==> src/rtl/divisor_seq_if.sv <==
// -----------------------------------------------------------------------------
// divisor_seq_if
//   Bus between the control unit (master) and the sequential divider (slave).
//
//   Handshake: iniciar is a one-cycle request. It is accepted only on a rising
//   edge where the divider is idle (ocupado low, estado == OCIOSO); a request
//   seen while ocupado is high, including the cycle pronto is high, is dropped.
//   ocupado is therefore the inverse of "ready". pronto is a one-cycle
//   completion strobe. quociente/resto/div_zero are valid while pronto is high
//   and stay stable until the next accepted request.
//
//   Signals:
//     iniciar    master->slave  start request
//     dividendo  master->slave  signed dividend, sampled on the accepting edge
//     divisor    master->slave  signed divisor, sampled on the accepting edge
//     sem_sinal  master->slave  unsigned-divide select, present only when
//                               DIVISOR_SEM_SINAL_EN is defined
//     quociente  slave->master  quotient (to LO)
//     resto      slave->master  remainder (to HI)
//     ocupado    slave->master  busy from the accepting edge through pronto
//     pronto     slave->master  single-cycle completion pulse
//     div_zero   slave->master  last operation had a zero divisor
//     estado     slave->master  FSM state, debug visibility only
//
//   Optional macro: DIVISOR_SEM_SINAL_EN.
// -----------------------------------------------------------------------------
interface divisor_seq_if #(
  parameter int LARGURA = 32
) ();
  logic               iniciar;
  logic [LARGURA-1:0] dividendo;
  logic [LARGURA-1:0] divisor;
`ifdef DIVISOR_SEM_SINAL_EN
  logic               sem_sinal;
`endif
  logic [LARGURA-1:0] quociente;
  logic [LARGURA-1:0] resto;
  logic               ocupado;
  logic               pronto;
  logic               div_zero;
  logic [1:0]         estado;

  modport master (
    output iniciar,
    output dividendo,
    output divisor,
`ifdef DIVISOR_SEM_SINAL_EN
    output sem_sinal,
`endif
    input  quociente,
    input  resto,
    input  ocupado,
    input  pronto,
    input  div_zero,
    input  estado
  );

  modport slave (
    input  iniciar,
    input  dividendo,
    input  divisor,
`ifdef DIVISOR_SEM_SINAL_EN
    input  sem_sinal,
`endif
    output quociente,
    output resto,
    output ocupado,
    output pronto,
    output div_zero,
    output estado
  );
endinterface

==> src/rtl/divisor_seq.sv <==
// -----------------------------------------------------------------------------
// divisor_seq
//   Multicycle signed integer divider for the DIV instruction. Restoring
//   shift-subtract on sign-magnitude operands, one quotient bit per clock.
//   Quotient truncates toward zero, remainder takes the dividend's sign.
//
//   Latency (accepting edge = edge 0):
//     normal divide : pronto high in the cycle after edge LARGURA+1
//     zero divisor  : pronto high in the cycle after edge 1
//
//   Ports:
//     clk    system clock, rising edge
//     reset  synchronous, active-high; abandons any operation silently
//     bus    divisor_seq_if.slave (iniciar, dividendo, divisor, [sem_sinal],
//            quociente, resto, ocupado, pronto, div_zero, estado)
//
//   Parameter:
//     LARGURA  operand/result width, >= 2
//
//   Optional macro: DIVISOR_SEM_SINAL_EN adds bus.sem_sinal; when high on the
//   accepting edge the operation is an unsigned divide (DIVU).
// -----------------------------------------------------------------------------
module divisor_seq #(
  parameter int LARGURA = 32
) (
  input  logic         clk,
  input  logic         reset,
  divisor_seq_if.slave bus
);

  localparam int CW = $clog2(LARGURA);
  localparam logic [CW-1:0] CNT_INI = CW'(LARGURA - 1);

  localparam logic [1:0] OCIOSO = 2'd0;
  localparam logic [1:0] ITERA  = 2'd1;
  localparam logic [1:0] AJUSTA = 2'd2;
  localparam logic [1:0] FIM    = 2'd3;

  logic [1:0]         estado_q;
  logic [CW-1:0]      cnt_q;
  logic [LARGURA-1:0] dvd_q;      // dividend magnitude, shifts out MSB-first and collects quotient bits
  logic [LARGURA-1:0] dsr_q;      // divisor magnitude
  logic [LARGURA-1:0] rem_q;      // partial remainder
  logic               sinal_q_q;  // quotient must be negated
  logic               sinal_r_q;  // remainder must be negated
  logic [LARGURA-1:0] quociente_q;
  logic [LARGURA-1:0] resto_q;
  logic               div_zero_q;

  // ---------------------------------------------------------------------------
  // Operand conditioning on the accepting edge
  // ---------------------------------------------------------------------------
  logic               neg_dvd;
  logic               neg_dsr;
  logic [LARGURA-1:0] mag_dvd;
  logic [LARGURA-1:0] mag_dsr;
  logic               divisor_nulo;

  always_comb begin
    neg_dvd = bus.dividendo[LARGURA-1];
    neg_dsr = bus.divisor[LARGURA-1];
`ifdef DIVISOR_SEM_SINAL_EN
    // Unsigned divide: treat the MSB as magnitude, never negate.
    if (bus.sem_sinal) begin
      neg_dvd = 1'b0;
      neg_dsr = 1'b0;
    end
`endif
    // The most-negative value negates to itself, which read as unsigned is
    // exactly 2^(LARGURA-1): the magnitude is still correct.
    mag_dvd      = neg_dvd ? -bus.dividendo : bus.dividendo;
    mag_dsr      = neg_dsr ? -bus.divisor   : bus.divisor;
    divisor_nulo = (bus.divisor == '0);
  end

  // ---------------------------------------------------------------------------
  // One restoring step. The partial remainder is always below the divisor, so
  // the shifted value fits LARGURA+1 bits and the trial difference lies within
  // a LARGURA+1-bit signed range; its MSB is the borrow.
  // ---------------------------------------------------------------------------
  logic [LARGURA:0] desloc;
  logic [LARGURA:0] dif;
  logic             bit_q;

  always_comb begin
    desloc = {rem_q, dvd_q[LARGURA-1]};
    dif    = desloc - {1'b0, dsr_q};
    bit_q  = ~dif[LARGURA];
  end

  // ---------------------------------------------------------------------------
  // FSM and datapath
  // ---------------------------------------------------------------------------
  always_ff @(posedge clk) begin
    if (reset) begin
      estado_q    <= OCIOSO;
      cnt_q       <= '0;
      dvd_q       <= '0;
      dsr_q       <= '0;
      rem_q       <= '0;
      sinal_q_q   <= 1'b0;
      sinal_r_q   <= 1'b0;
      quociente_q <= '0;
      resto_q     <= '0;
      div_zero_q  <= 1'b0;
    end else begin
      case (estado_q)
        OCIOSO: begin
          if (bus.iniciar) begin
            if (divisor_nulo) begin
              // Zero divisor: results are zero. The path runs through AJUSTA
              // with zeroed magnitudes so pronto lands one cycle after
              // acceptance; AJUSTA simply rewrites the same zeros.
              div_zero_q  <= 1'b1;
              quociente_q <= '0;
              resto_q     <= '0;
              dvd_q       <= '0;
              rem_q       <= '0;
              sinal_q_q   <= 1'b0;
              sinal_r_q   <= 1'b0;
              estado_q    <= AJUSTA;
            end else begin
              div_zero_q <= 1'b0;
              dvd_q      <= mag_dvd;
              dsr_q      <= mag_dsr;
              rem_q      <= '0;
              sinal_q_q  <= neg_dvd ^ neg_dsr;
              sinal_r_q  <= neg_dvd;
              cnt_q      <= CNT_INI;
              estado_q   <= ITERA;
            end
          end
        end

        ITERA: begin
          rem_q <= bit_q ? dif[LARGURA-1:0] : desloc[LARGURA-1:0];
          dvd_q <= {dvd_q[LARGURA-2:0], bit_q};
          cnt_q <= cnt_q - 1'b1;
          if (cnt_q == '0) begin
            estado_q <= AJUSTA;
          end
        end

        AJUSTA: begin
          quociente_q <= sinal_q_q ? -dvd_q : dvd_q;
          resto_q     <= sinal_r_q ? -rem_q : rem_q;
          estado_q    <= FIM;
        end

        FIM: begin
          estado_q <= OCIOSO;
        end

        default: begin
          estado_q <= OCIOSO;
        end
      endcase
    end
  end

  // ---------------------------------------------------------------------------
  // Outputs. pronto/ocupado decode the registered state, so iniciar in FIM is
  // ignored naturally (only OCIOSO looks at it).
  // ---------------------------------------------------------------------------
  assign bus.quociente = quociente_q;
  assign bus.resto     = resto_q;
  assign bus.div_zero  = div_zero_q;
  assign bus.pronto    = (estado_q == FIM);
  assign bus.ocupado   = (estado_q != OCIOSO);
  assign bus.estado    = estado_q;

endmodule

==> src/flat_wrapper.sv <==
// flat-port wrapper written by rule: the top's interface ports become plain ports
module divisor_seq_flat 
#(
  parameter int LARGURA = 32
)
  (clk, reset, bus_iniciar, bus_dividendo, bus_divisor, bus_quociente, bus_resto, bus_ocupado, bus_pronto, bus_div_zero, bus_estado);
  divisor_seq_if #(.LARGURA(LARGURA)) bus_i ();
  input  logic clk;
  input  logic reset;
  input wire logic [$bits(bus_i.iniciar)-1:0] bus_iniciar;
  input wire logic [$bits(bus_i.dividendo)-1:0] bus_dividendo;
  input wire logic [$bits(bus_i.divisor)-1:0] bus_divisor;
  output wire logic [$bits(bus_i.quociente)-1:0] bus_quociente;
  output wire logic [$bits(bus_i.resto)-1:0] bus_resto;
  output wire logic [$bits(bus_i.ocupado)-1:0] bus_ocupado;
  output wire logic [$bits(bus_i.pronto)-1:0] bus_pronto;
  output wire logic [$bits(bus_i.div_zero)-1:0] bus_div_zero;
  output wire logic [$bits(bus_i.estado)-1:0] bus_estado;
  assign bus_i.iniciar = bus_iniciar;
  assign bus_i.dividendo = bus_dividendo;
  assign bus_i.divisor = bus_divisor;
  assign bus_quociente = bus_i.quociente;
  assign bus_resto = bus_i.resto;
  assign bus_ocupado = bus_i.ocupado;
  assign bus_pronto = bus_i.pronto;
  assign bus_div_zero = bus_i.div_zero;
  assign bus_estado = bus_i.estado;
  divisor_seq #(.LARGURA(LARGURA)) u_core (.clk(clk), .reset(reset), .bus(bus_i));
endmodule
==> config.mk <==
export PLATFORM = sky130hd
export DESIGN_NAME = divisor_seq_flat
export DESIGN_NICKNAME = d
export VERILOG_FILES = /design/src/rtl/divisor_seq_if.sv /design/src/rtl/divisor_seq.sv /design/src/flat_wrapper.sv
export SDC_FILE = /design/constraint.sdc
export NUM_CORES = 1
export LEC_CHECK = 0
export CAP_MARGIN = 20
export CORE_ASPECT_RATIO = 1.4
export CORE_MARGIN = 3
export CORE_UTILIZATION = 30
export CTS_BUF_LIST = sky130_fd_sc_hd__clkbuf_4 sky130_fd_sc_hd__clkbuf_8
export CTS_CLUSTER_SIZE = 8
export DETAILED_ROUTE_END_ITERATION = 10
export GPL_ROUTABILITY_DRIVEN = 0
export PLACE_DENSITY_LB_ADDON = 0.1
export SETUP_SLACK_MARGIN = 0.5
export SYNTH_ARGS = -nofsm -noshare
export SYNTH_HDL_FRONTEND = slang
export SYNTH_SLANG_ARGS = --single-unit
==> constraint.sdc <==
create_clock -name clk -period 3.7 [get_ports clk]
set_input_delay 0.74 -clock clk [delete_from_list [all_inputs] [get_ports clk]]
set_output_delay 0.74 -clock clk [all_outputs]
set_load 0.1 [all_outputs]
==> impl_metrics.csv <==
group,metric,value,unit
timing,layout_setup_ws,568.9,ps
worst_setup_path,worst_r2r_path_depth,8,
global_routing,overflow,0,
yosys,synth-simple-area-share,20.87,%
die,ioPinCount,136,
worst_setup_path,reg2reg_to,"u_core.bus.quociente[29]",
pwr,power.density,564.2,mW/mm^2
timing,slew_headroom,29.13,%
die,rows,81,
route,totalWireLength,36150,um
final_layout,n_fill_cell,3692,
timing,fmax,319.4,MHz
yosys,ys_warn_count,0,
route,num_vias,10263,
worst_hold_path,min_path_cells,2,
timing,rsz0062_at_grt,"true",
global_routing,grt_antenna_before_repair,1,
worst_setup_path,crit_path_frequent_cell,"or3_4",
yosys,synthDominantCellAreaShare,31.61,%
worst_setup_path,crit_chain,"or4_4 > or4_4 > or3_4 > or3_4 > or3_4 > o41ai_4 > xor2_1 > o21ai_1",
route,via_per_inst,5.160,
clock_tree,clk_pin_slew,100,ps
worst_setup_path,path_depth,8,
final_layout,area_delta_synth_final,26.08,%
clock_tree,cts_tree,"built",
route,route.detailed.drc,0,
route,drt_iter0_drc,610,
worst_setup_path,max_stage_delay,540,ps
pwr,ir_drop,235.2,uV
global_routing,grt_pass1_wl,55890,um
yosys,synth.area.top_cells,"dfxtp_1 (32%), xnor2_1 (8.1%), nand2_1 (5.9%)",
yosys,synth_compound_area_share,22.56,%
global_routing,use_met2,36.20,%
final_layout,drive_gt1_share,9.915,%
worst_setup_path,cp.arrival,3490,ps
global_routing,grt_busiest_layer,"met2",
timing,clock_skew,12.17,ps
clock_tree,hold_buffers,0,
worst_setup_path,endpoint_kind,"flop",
place,portBuffers,135,
flow_run,max_cap_violations,0,
clock_tree,cts_root_buf,"clkbuf_8",
die,core,0.03517,sq mm
clock_tree,clock-sinks,170,
clock_tree,htree_levels,4,
yosys,synth-adder-area-share,5.067,%
place,post-place-ws,-38.30,ps
clock_tree,cts_made_buffers,17,
clock_tree,clock_latency,470,ps
pwr,p_leak,4.945,nW
yosys,synth_cell_types,59,
global_routing,use_met3,2.545,%
timing,worst_slew_pin_slew,1060,ps
yosys,synth.area.mux_share,2.975,%
timing,drv_slew,0,
yosys,synth_edf_count,0,
die,die_area,0.03823,sq mm
yosys,syn-cell-area,0.01077,sq mm
global_routing,grt.total_usage,18.28,%
final_layout,fin_nets,1630,
worst_setup_path,startpoint_type,"flop",
timing,fin_setup_tns,0,ps
final_layout,diodes,0,
timing,final_hold_viol_count,0,
status,outcome,"finished clean",
timing,whs,454.1,ps
final_layout,finish.utilization,38.60,%
route,first_pass_iters,6,
timing,fin_crit_sh,84.63,%
worst_setup_path,ff2ff_setup_slack,570,ps
yosys,syn_area_per_cell,7.768,sq um
worst_setup_path,critPathSlowestCell,"or4_4",
worst_setup_path,crit_buf_inv,0,
yosys,synth_top_family_by_area,"compound AO/OA/AOI/OAI gates",
yosys,ys_seq_elements,170,
pwr,p_total,7.659,mW
worst_setup_path,r2r_start,"u_core.dvd_q[6]",
route,avgRoutedWirePerCell,18.18,um
worst_setup_path,cp_top_family,"simple AND/OR/NAND/NOR gates",
yosys,synth_fp_nets,1496,
worst_setup_path,cp.required,4060,ps
yosys,synth_ff_type,"dfxtp_1",
place,hpwl,28150,um
worst_hold_path,hp-class,"reg -> reg",
die,die_h,230.2,um
die,start_util,30.62,%
route,ant_nets,0,
yosys,synth-async-reset-ratio,0,%
timing,fin_crit,3131,ps
global_routing,grtUsageMet1,19.89,%
yosys,synth_seq_area_share,31.61,%
global_routing,grt_start_max_net_pins,74,
global_routing,grt_pass1_vias,9933,
yosys,synth_xor_area_share,12.12,%
timing,finalSetupViolCount,0,
worst_setup_path,worstSetupStartpoint,"u_core.dvd_q[6]",
worst_setup_path,critical_path_class,"reg -> reg",
clock_tree,clockBufferDepth,2,
worst_setup_path,setup.worst_path.end,"u_core.bus.quociente[29]",
yosys,syn_inst,1386,
yosys,yosys.area.top_type,"dfxtp_1",
die,die_width,166.1,um
worst_setup_path,cp_max_fo,5,
-- worst min-delay path by stage --
| stage | startpoint | endpoint | slack, ps |
|---|---|---|---|
| floorplan | u_core.dsr_q[11] | u_core.dsr_q[11] | 430 |
| global placement | u_core.bus.resto[19] | u_core.bus.resto[19] | 440 |
| detailed placement | u_core.bus.quociente[7] | u_core.bus.quociente[7] | 440 |
| CTS | u_core.bus.quociente[7] | u_core.bus.quociente[7] | 460 |
| global route | u_core.bus.quociente[4] | u_core.bus.quociente[4] | 470 |
| finish | u_core.bus.quociente[13] | u_core.bus.quociente[13] | 450 |
-- registers in the layout (all words and copies together) (netlist names) --
register              flops
u_core.cnt_q              5
u_core.bus.quociente     32
u_core.bus.div_zero       1
u_core.bus.resto         32
u_core.sinal_r_q          1
u_core.rem_q             32
u_core.sinal_q_q          1
u_core.dvd_q             32
u_core.dsr_q             32
u_core.bus.estado         2
-- through the flow --
step | cells | cell area, sq um
floorplan | 1386 | 10770
global placement | 1948 | 12840
detailed placement | 1948 | 12840
CTS | 1985 | 13400
global route | 1989 | 13570
finish | 1989 | 13570
-- cells in the final DEF, fill, tap and decap left out, types with 7 or more instances in the layout --
cell type,Yosys,final
nor2_1,118,116
nand2b_1,15,15
a211oi_1,42,40
a22oi_1,13,12
xnor2_1,100,99
mux2i_1,32,32
o21ai_1,10,9
clkbuf_8,0,21
nand3_1,51,51
or4_1,17,14
a21oi_1,85,81
a21o_1,11,11
nand2_1,170,169
a221oi_1,25,24
or3_1,12,11
o41ai_1,20,18
buf_4,0,58
clkdlybuf4s50_1,0,128
ha_1,42,41
or3_4,6,7
or2_2,7,7
nor3_1,36,36
o21ai_0,102,101
o31ai_1,34,32
nor4_1,11,10
inv_1,55,54
dfxtp_1,170,166
xor2_1,49,48
-- report_power, final --
| part | switching [mW] | leakage [nW] | internal, mW |
|---|---|---|---|
| Sequential | 0.394 | 1.39 | 2.13 |
| Clock | 0.722 | 0.224 | 0.806 |
| Combinational | 2.21 | 3.33 | 1.39 |
| Total | 3.33 | 4.94 | 4.33 |
-- cell type report --
type | count | area [sq um] | area share [%]
multi-input cells | 1079 | 7039 | 51.86
well taps | 456 | 570.5 | 4.203
repair buffers | 196 | 1887 | 13.90
inverters | 56 | 211.5 | 1.558
clock inverters | 11 | 166.4 | 1.226
clock buffers | 21 | 289.0 | 2.129
flip-flops and latches | 170 | 3411 | 25.13
-- kinds of logic after synthesis --
| family | after synthesis |
|---|---|
| adder cells (fa/ha/maj) | 43 |
| AO/OA/AOI/OAI | 377 |
| AND/OR/NAND/NOR | 478 |
| flip-flops | 170 |
| XOR/XNOR | 149 |
| multiplexers | 32 |
| buffers and inverters | 137 |
-- synth_stat cells (6+ instances only) --
library cell	instances
a221oi_1	25
nand2b_1	15
a22oi_1	13
clkbuf_1	74
or3_4	6
xor2_1	49
inv_1	55
o311ai_0	6
o21ai_0	102
ha_1	42
nor4_1	11
o21ai_1	10
mux2i_1	32
or4_1	17
or3_1	12
dfxtp_1	170
o41ai_1	20
nand2_1	170
or2_2	7
nor3_1	36
nand4_1	6
nand3_1	51
a21oi_1	85
a211oi_1	42
a21o_1	11
o31ai_1	34
xnor2_1	100
nor2b_1	7
nor2_1	118
-- metal layers --
metal / up-vias / wire length (um)
li1: 5209 / -
met1: 4837 / 14230
met2: 180 / 20060
met3: 35 / 971
met4: 2 / 879
met5: - / 13
-- worst min-delay path, delay by kind of cell, from the launching register on --
family / cells / cell delay, ps
simple gates: 1 / 50
compound gates: 1 / 50
flops: 1 / 320
-- timing repair --
action / 4_1_cts / 5_1_grt
pin swaps: 7 / 19
endpoints found under the setup margin: 8 / 46
gates cloned: 0 / 1
gates resized for setup: 13 / 30
setup buffers: 5 / 2
No activity file was read; power rests on OpenSTA's default activity.
